$ cat src/rtl/bin_bbox_overlay_pkg.sv
// Shared widths, FSM encoding and colour constants for the binary bounding-box overlay.
package bin_bbox_overlay_pkg;

    localparam int unsigned X_W   = 11;
    localparam int unsigned Y_W   = 10;
    localparam int unsigned CNT_W = 19;

    localparam logic [15:0] WHITE = 16'hFFFF;
    localparam logic [15:0] BLACK = 16'h0000;

    typedef enum logic [1:0] {
        WAIT_VS = 2'd0,
        TRACK   = 2'd1,
        LATCH   = 2'd2
    } state_e;

endpackage

$ cat src/rtl/bin_pos_counter.sv
// Pixel position tracker: x/y of the current pixel and frame-start detection from de/vs.
module bin_pos_counter
    import bin_bbox_overlay_pkg::*;
#(
    parameter logic VS_POL = 1'b1
) (
    input  logic           clk,
    input  logic           rst_n,
    input  logic           de,
    input  logic           vs,
    output logic [X_W-1:0] x,
    output logic [Y_W-1:0] y,
    output logic           vs_start_c
);

    logic           de_q, de_d;
    logic           vs_q, vs_d;
    logic [X_W-1:0] x_q, x_d;
    logic [Y_W-1:0] y_q, y_d;

    // Counters hold the coordinates of the pixel currently on the input; both saturate.
    always_comb begin
        de_d       = de;
        vs_d       = vs;
        vs_start_c = (vs == VS_POL) && (vs_q != VS_POL);
        x_d        = x_q;
        y_d        = y_q;
        if (de) begin
            if (x_q != '1) x_d = x_q + X_W'(1);
        end else begin
            x_d = '0;
        end
        if (vs_start_c) begin
            y_d = '0;
        end else if (!de && de_q && (y_q != '1)) begin
            y_d = y_q + Y_W'(1);
        end
    end

    always_ff @(posedge clk or negedge rst_n) begin
        if (!rst_n) begin
            de_q <= 1'b0;
            vs_q <= ~VS_POL;
            x_q  <= '0;
            y_q  <= '0;
        end else begin
            de_q <= de_d;
            vs_q <= vs_d;
            x_q  <= x_d;
            y_q  <= y_d;
        end
    end

    assign x = x_q;
    assign y = y_q;

endmodule

$ cat src/rtl/bin_bbox_overlay.sv
// Tracks the bounding box of '1' pixels per frame and re-emits the stream as RGB565
// with the previous frame's box outlined.
module bin_bbox_overlay
    import bin_bbox_overlay_pkg::*;
#(
    parameter int unsigned H_ACTIVE   = 480,
    parameter int unsigned V_ACTIVE   = 272,
    parameter int unsigned MIN_PIXELS = 64,
    parameter logic [15:0] BOX_COLOR  = 16'hF800,
    parameter logic        VS_POL     = 1'b1
) (
    input  logic             clk,
    input  logic             rst_n,
    input  logic             bin_data,
    input  logic             bin_de,
    input  logic             bin_hs,
    input  logic             bin_vs,
    output logic [15:0]      out_data,
    output logic             out_de,
    output logic             out_hs,
    output logic             out_vs,
    output logic             box_found,
    output logic [X_W-1:0]   box_xmin,
    output logic [X_W-1:0]   box_xmax,
    output logic [Y_W-1:0]   box_ymin,
    output logic [Y_W-1:0]   box_ymax,
    output logic [CNT_W-1:0] box_count,
    output logic             box_valid
);

    logic [X_W-1:0] pix_x;
    logic [Y_W-1:0] pix_y;
    logic           vs_start_c;

    bin_pos_counter #(.VS_POL(VS_POL)) u_pos (
        .clk        (clk),
        .rst_n      (rst_n),
        .de         (bin_de),
        .vs         (bin_vs),
        .x          (pix_x),
        .y          (pix_y),
        .vs_start_c (vs_start_c)
    );

    state_e state_q, state_d;

    logic [X_W-1:0]   acc_xmin_q, acc_xmin_d, acc_xmax_q, acc_xmax_d;
    logic [Y_W-1:0]   acc_ymin_q, acc_ymin_d, acc_ymax_q, acc_ymax_d;
    logic [CNT_W-1:0] acc_count_q, acc_count_d;

    logic [X_W-1:0]   box_xmin_q, box_xmin_d, box_xmax_q, box_xmax_d;
    logic [Y_W-1:0]   box_ymin_q, box_ymin_d, box_ymax_q, box_ymax_d;
    logic [CNT_W-1:0] box_count_q, box_count_d;
    logic             box_found_q, box_found_d;
    logic             box_valid_q, box_valid_d;

    logic [15:0] out_data_q, out_data_d;
    logic        out_de_q, out_de_d, out_hs_q, out_hs_d, out_vs_q, out_vs_d;

    localparam logic [X_W-1:0] XMIN_INIT = X_W'(H_ACTIVE - 1);
    localparam logic [Y_W-1:0] YMIN_INIT = Y_W'(V_ACTIVE - 1);

    logic track_c;
    logic on_outline_c;

    // A frame boundary on a valid pixel takes precedence: that pixel is never tracked.
    assign track_c = (state_q == TRACK) && !vs_start_c && bin_de && bin_data &&
                     (pix_x < X_W'(H_ACTIVE)) && (pix_y < Y_W'(V_ACTIVE));

    assign on_outline_c =
        (((pix_x == box_xmin_q) || (pix_x == box_xmax_q)) &&
         (pix_y >= box_ymin_q) && (pix_y <= box_ymax_q)) ||
        (((pix_y == box_ymin_q) || (pix_y == box_ymax_q)) &&
         (pix_x >= box_xmin_q) && (pix_x <= box_xmax_q));

    // Frame FSM with min/max accumulation and result latching.
    always_comb begin
        state_d     = state_q;
        acc_xmin_d  = acc_xmin_q;
        acc_xmax_d  = acc_xmax_q;
        acc_ymin_d  = acc_ymin_q;
        acc_ymax_d  = acc_ymax_q;
        acc_count_d = acc_count_q;
        box_xmin_d  = box_xmin_q;
        box_xmax_d  = box_xmax_q;
        box_ymin_d  = box_ymin_q;
        box_ymax_d  = box_ymax_q;
        box_count_d = box_count_q;
        box_found_d = box_found_q;
        box_valid_d = 1'b0;

        case (state_q)
            WAIT_VS: begin
                if (vs_start_c) begin
                    state_d     = TRACK;
                    acc_xmin_d  = XMIN_INIT;
                    acc_xmax_d  = '0;
                    acc_ymin_d  = YMIN_INIT;
                    acc_ymax_d  = '0;
                    acc_count_d = '0;
                end
            end
            TRACK: begin
                if (vs_start_c) begin
                    state_d = LATCH;
                end else if (track_c) begin
                    if (pix_x < acc_xmin_q) acc_xmin_d = pix_x;
                    if (pix_x > acc_xmax_q) acc_xmax_d = pix_x;
                    if (pix_y < acc_ymin_q) acc_ymin_d = pix_y;
                    if (pix_y > acc_ymax_q) acc_ymax_d = pix_y;
                    if (acc_count_q != '1) acc_count_d = acc_count_q + CNT_W'(1);
                end
            end
            LATCH: begin
                box_xmin_d  = acc_xmin_q;
                box_xmax_d  = acc_xmax_q;
                box_ymin_d  = acc_ymin_q;
                box_ymax_d  = acc_ymax_q;
                box_count_d = acc_count_q;
                box_found_d = (acc_count_q >= CNT_W'(MIN_PIXELS));
                box_valid_d = 1'b1;
                acc_xmin_d  = XMIN_INIT;
                acc_xmax_d  = '0;
                acc_ymin_d  = YMIN_INIT;
                acc_ymax_d  = '0;
                acc_count_d = '0;
                state_d     = TRACK;
            end
            default: state_d = WAIT_VS;
        endcase
    end

    // One-cycle video path; the overlay always draws the previously latched box.
    always_comb begin
        out_de_d   = bin_de;
        out_hs_d   = bin_hs;
        out_vs_d   = bin_vs;
        out_data_d = BLACK;
        if (bin_de) begin
            if (box_found_q && on_outline_c) begin
                out_data_d = BOX_COLOR;
            end else if (bin_data) begin
                out_data_d = WHITE;
            end
        end
    end

    always_ff @(posedge clk or negedge rst_n) begin
        if (!rst_n) begin
            state_q     <= WAIT_VS;
            acc_xmin_q  <= XMIN_INIT;
            acc_xmax_q  <= '0;
            acc_ymin_q  <= YMIN_INIT;
            acc_ymax_q  <= '0;
            acc_count_q <= '0;
            box_xmin_q  <= '0;
            box_xmax_q  <= '0;
            box_ymin_q  <= '0;
            box_ymax_q  <= '0;
            box_count_q <= '0;
            box_found_q <= 1'b0;
            box_valid_q <= 1'b0;
            out_data_q  <= '0;
            out_de_q    <= 1'b0;
            out_hs_q    <= 1'b0;
            out_vs_q    <= 1'b0;
        end else begin
            state_q     <= state_d;
            acc_xmin_q  <= acc_xmin_d;
            acc_xmax_q  <= acc_xmax_d;
            acc_ymin_q  <= acc_ymin_d;
            acc_ymax_q  <= acc_ymax_d;
            acc_count_q <= acc_count_d;
            box_xmin_q  <= box_xmin_d;
            box_xmax_q  <= box_xmax_d;
            box_ymin_q  <= box_ymin_d;
            box_ymax_q  <= box_ymax_d;
            box_count_q <= box_count_d;
            box_found_q <= box_found_d;
            box_valid_q <= box_valid_d;
            out_data_q  <= out_data_d;
            out_de_q    <= out_de_d;
            out_hs_q    <= out_hs_d;
            out_vs_q    <= out_vs_d;
        end
    end

    assign out_data  = out_data_q;
    assign out_de    = out_de_q;
    assign out_hs    = out_hs_q;
    assign out_vs    = out_vs_q;
    assign box_found = box_found_q;
    assign box_xmin  = box_xmin_q;
    assign box_xmax  = box_xmax_q;
    assign box_ymin  = box_ymin_q;
    assign box_ymax  = box_ymax_q;
    assign box_count = box_count_q;
    assign box_valid = box_valid_q;

endmodule

$ cat config.mk
export PLATFORM = sky130hd
export DESIGN_NAME = bin_bbox_overlay
export DESIGN_NICKNAME = d
export VERILOG_FILES = /design/src/rtl/bin_bbox_overlay_pkg.sv /design/src/rtl/bin_pos_counter.sv /design/src/rtl/bin_bbox_overlay.sv
export SDC_FILE = /design/constraint.sdc
export NUM_CORES = 1
export LEC_CHECK = 0
export BUFFER_PORTS_ARGS = -buffer_cell sky130_fd_sc_hd__buf_2
export CAP_MARGIN = 20
export CORE_MARGIN = 3
export CORE_UTILIZATION = 35
export CTS_CLUSTER_DIAMETER = 40
export DETAILED_ROUTE_END_ITERATION = 8
export PLACE_DENSITY = 0.51
export SYNTH_ARGS = -nofsm -noshare
export SYNTH_HDL_FRONTEND = slang
export SYNTH_SLANG_ARGS = --single-unit
export TNS_END_PERCENT = 30
$ cat constraint.sdc
create_clock -name clk -period 7.45 [get_ports clk]
set_clock_uncertainty 0.05 [all_clocks]
set_input_delay 1.49 -clock clk [delete_from_list [all_inputs] [get_ports clk]]
set_output_delay 1.49 -clock clk [all_outputs]
set_load 0.05 [all_outputs]
==> impl_metrics.toml <==
[outcome]
status = "complete, no violations"

[timing]
period_share_pct = 53.6
tightestPinTransition_ns = 0.948
drv_slew = 0
setup_tns_ns = 0
finalHoldViolCount = 0
slew-limit-headroom_pct = 36.7
finalSetupViolations = 0
grt_setup_unrepaired = "false"
finalHoldWorstSlack_ns = 0.410
period_minus_slack_ns = 3.99
fmax_mhz = 250

[clocking]
postCtsHoldBufs = 0
path_clk_slew_ns = 0.06
cts_resized = 0
cts.sinks = 152
numCtsBuffers = 17
cts_setup_buffers = 0
cts_tree = "built"
h-tree-depth = 4
max-clock-path-buffers = 2
clk_latency_ns = 0.43
cts_root_buffer = "clkbuf_16"

[power]
power.density_mw_per_mm2 = 292
ir_drop_v = 0.000140
leakagePower_nw = 4.84
totalPowerFinal_mw = 2.77

[synthesis]
syn_area_sq_mm = 0.00818
ys.flop_type = "dfrtp_1"
synthCells = 861
async_reset_ff_share_pct = 100
synth_fp_nets = 953
synth_area_leader_cell = "dfrtp_1"
synth_edf_count = 0
ys.warnings.count = 0
postSynthAreaPerCell_sq_um = 9.50
ys_seq_elements = 152
ys_types = 53
synth.top_cell.area_share_pct = 42.5
synth_area_leaders = "dfrtp_1 (43%), ha_1 (13%), nand2_1 (6.1%), dfstp_2 (4.2%), o21ai_0 (4.0%)"
yosysSeqAreaShare_pct = 46.7

[routing]
wirelength_mm = 20.2
detail_route.vias_per_cell = 4.91
first_iter_violations = 257
vias = 6176
drc = 0
ant_nets = 0
first_pass_iters = 4
routedWlPerCell_um = 16.1

[worst_setup_path]
crit_arrival_ns = 4.31
path_class = "in -> reg"
crit_required_ns = 7.76
reg2regPathDepth = 7
end_kind = "flop"
crit_slowest_cell = "nor2b_1"
path_cells = "buf_2 -> nor2b_1 -> nor2_1 -> mux2i_4 -> o21a_1 -> nand2_2 -> or4_1 -> nand2_1"
crit_fanout = 18
cpPeakStageDelay_ns = 0.75
startpoint_type = "input pin"

[global_route]
grt_pass1_vias = 6400
overflow = 0
antenna_found_initial = 0
grt.total_usage_pct = 16.6
grt_pass1_wl_mm = 33.8
grt_max_degree = 78

[finish]
fin_nets = 1024
drive_above_1_share_pct = 15.3
syn_to_final_growth_pct = 15.9
regArea_sq_mm = 0.00382
fin_util_pct = 41.6
nFillCells = 2227
design_area_sq_mm = 0.00948
diodes = 0
multi_input_area_sq_mm = 0.00382

[placement]
portBuffers = 87
place_congestion = 0.805
postPlaceCellArea_sq_mm = 0.00882
hpwlAfterDp_mm = 14.1

[floorplanning]
io_pins = 88
fp.dieH_um = 159
start_util_pct = 35.9
core_area_sq_mm = 0.0228
dieArea_sq_mm = 0.0252
die_w_um = 159
rows = 55

[run]
cap_violations = 0

[worst_hold_path]
worstHoldPathType = "reg -> reg"
hold_path_depth = 1
-- metal layers --
metal / track usage, % / routed length, um / up-vias / part of all wire, %
met3: 2.92 / 712 / 21 / 3.5
met5: 0 / 0 / - / 0
met4: 5.33 / 323 / 0 / 1.6
met1: 23.2 / 10100 / 2960 / 50
met2: 26.3 / 9140 / 105 / 45
li1: - / - / 3090 / -
-- layout make-up --
| cell class | instances | share of cell area (%) |
|---|---|---|
| Clock buffer | 19 | 4.78 |
| Inverter | 86 | 3.41 |
| Clock inverter | 13 | 1.80 |
| Timing Repair Buffer | 93 | 5.32 |
| Tap cell | 313 | 4.13 |
| Multi-Input combinational cell | 582 | 40.3 |
| Sequential cell | 152 | 40.3 |
-- metrics by stage --
stage	worst slack (ns)	std cells
floorplan	4.21	861
global placement	3.07	1223
detailed placement	3.02	1224
CTS	3.45	1256
global route	3.18	1258
finish	3.46	1258
-- cell families after synthesis --
group	after synthesis	synth area share, %
flip-flops	152	46.7
adder cells (fa/ha/maj)	86	13.2
AND/OR/NAND/NOR	290	16.4
XOR/XNOR	28	3.00
multiplexers	3	0.520
AO/OA/AOI/OAI	175	13.6
buffers and inverters	127	6.64
-- cell usage in the layout, fill, tap and decap left out, drive strengths merged, types with 2 or more instances in the layout --
cell / netlist / final
a211oi: 3 / 3
a21boi: 2 / 2
a21o: 15 / 15
a21oi: 36 / 36
a22o: 22 / 22
a31oi: 6 / 6
and2: 6 / 6
and3: 8 / 8
and4: 7 / 7
buf: 20 / 93
bufinv: 0 / 3
clkbuf: 21 / 19
clkinv: 2 / 6
clkinvlp: 0 / 3
dfrtp: 139 / 139
dfstp: 13 / 13
ha: 86 / 86
inv: 84 / 87
mux2i: 3 / 3
nand2: 133 / 133
nand2b: 5 / 5
nand3: 21 / 21
nand4: 24 / 24
nand4b: 2 / 2
nor2: 59 / 59
nor2b: 4 / 4
nor3: 9 / 9
nor4: 4 / 4
o21a: 4 / 4
o21ai: 67 / 67
o221ai: 2 / 2
o22a: 8 / 8
o31ai: 2 / 2
or3: 3 / 3
or4: 3 / 3
xnor2: 8 / 8
xor2: 20 / 20
-- flip-flops by register name (all words and copies together) (netlist names), 10 cells and up --
name         count
acc_count_q     19
box_count       19
acc_xmax_q      11
acc_xmin_q      11
box_xmax        11
box_xmin        11
u_pos.x         11
acc_ymax_q      10
acc_ymin_q      10
box_ymax        10
box_ymin        10
u_pos.y         10
-- worst max-delay path: cells and delay by family --
family,cells,cell delay (ns)
AO/OA/AOI/OAI,1,0.63
buffers and inverters,1,0.10
multiplexers,1,0.42
AND/OR/NAND/NOR,5,1.67
-- worst paths after layout --
path	to	startpoint	slack [ns]
worst min register to register	state_q[1]$_DFFE_PN0P_	u_pos.vs_q$_DFF_PN0_	0.41
worst max register to register	acc_count_q[11]$_DFFE_PN0P_	u_pos.vs_q$_DFF_PN0_	4.24
max in group asynchronous	acc_ymin_q[0]$_DFFE_PN1P_	rst_n	5.24
min in group asynchronous	box_xmax[2]$_DFFE_PN0P_	rst_n	1.05
worst min-delay path	state_q[1]$_DFFE_PN0P_	u_pos.vs_q$_DFF_PN0_	0.41
worst max-delay path	acc_count_q[11]$_DFFE_PN0P_	bin_vs	3.46
-- power breakdown --
group	switching [mW]	internal [mW]	total (mW)	leakage, nW
logic	0.576	0.225	0.801	2.52
clock network	0.364	0.548	0.913	0.296
registers	0.0944	0.962	1.06	2.03
total	1.03	1.74	2.77	4.84
-- synth_stat cells, types with 13 or more instances --
cell type,number
nor2_1,59
dfrtp_1,139
dfstp_2,13
ha_1,86
buf_4,15
o21ai_0,66
nand2_1,132
inv_1,84
a21o_1,15
a21oi_1,35
nand4_1,24
clkbuf_1,21
a22o_1,22
xor2_1,20
nand3_1,21
Note: power is estimated with default switching activity, not from simulation.
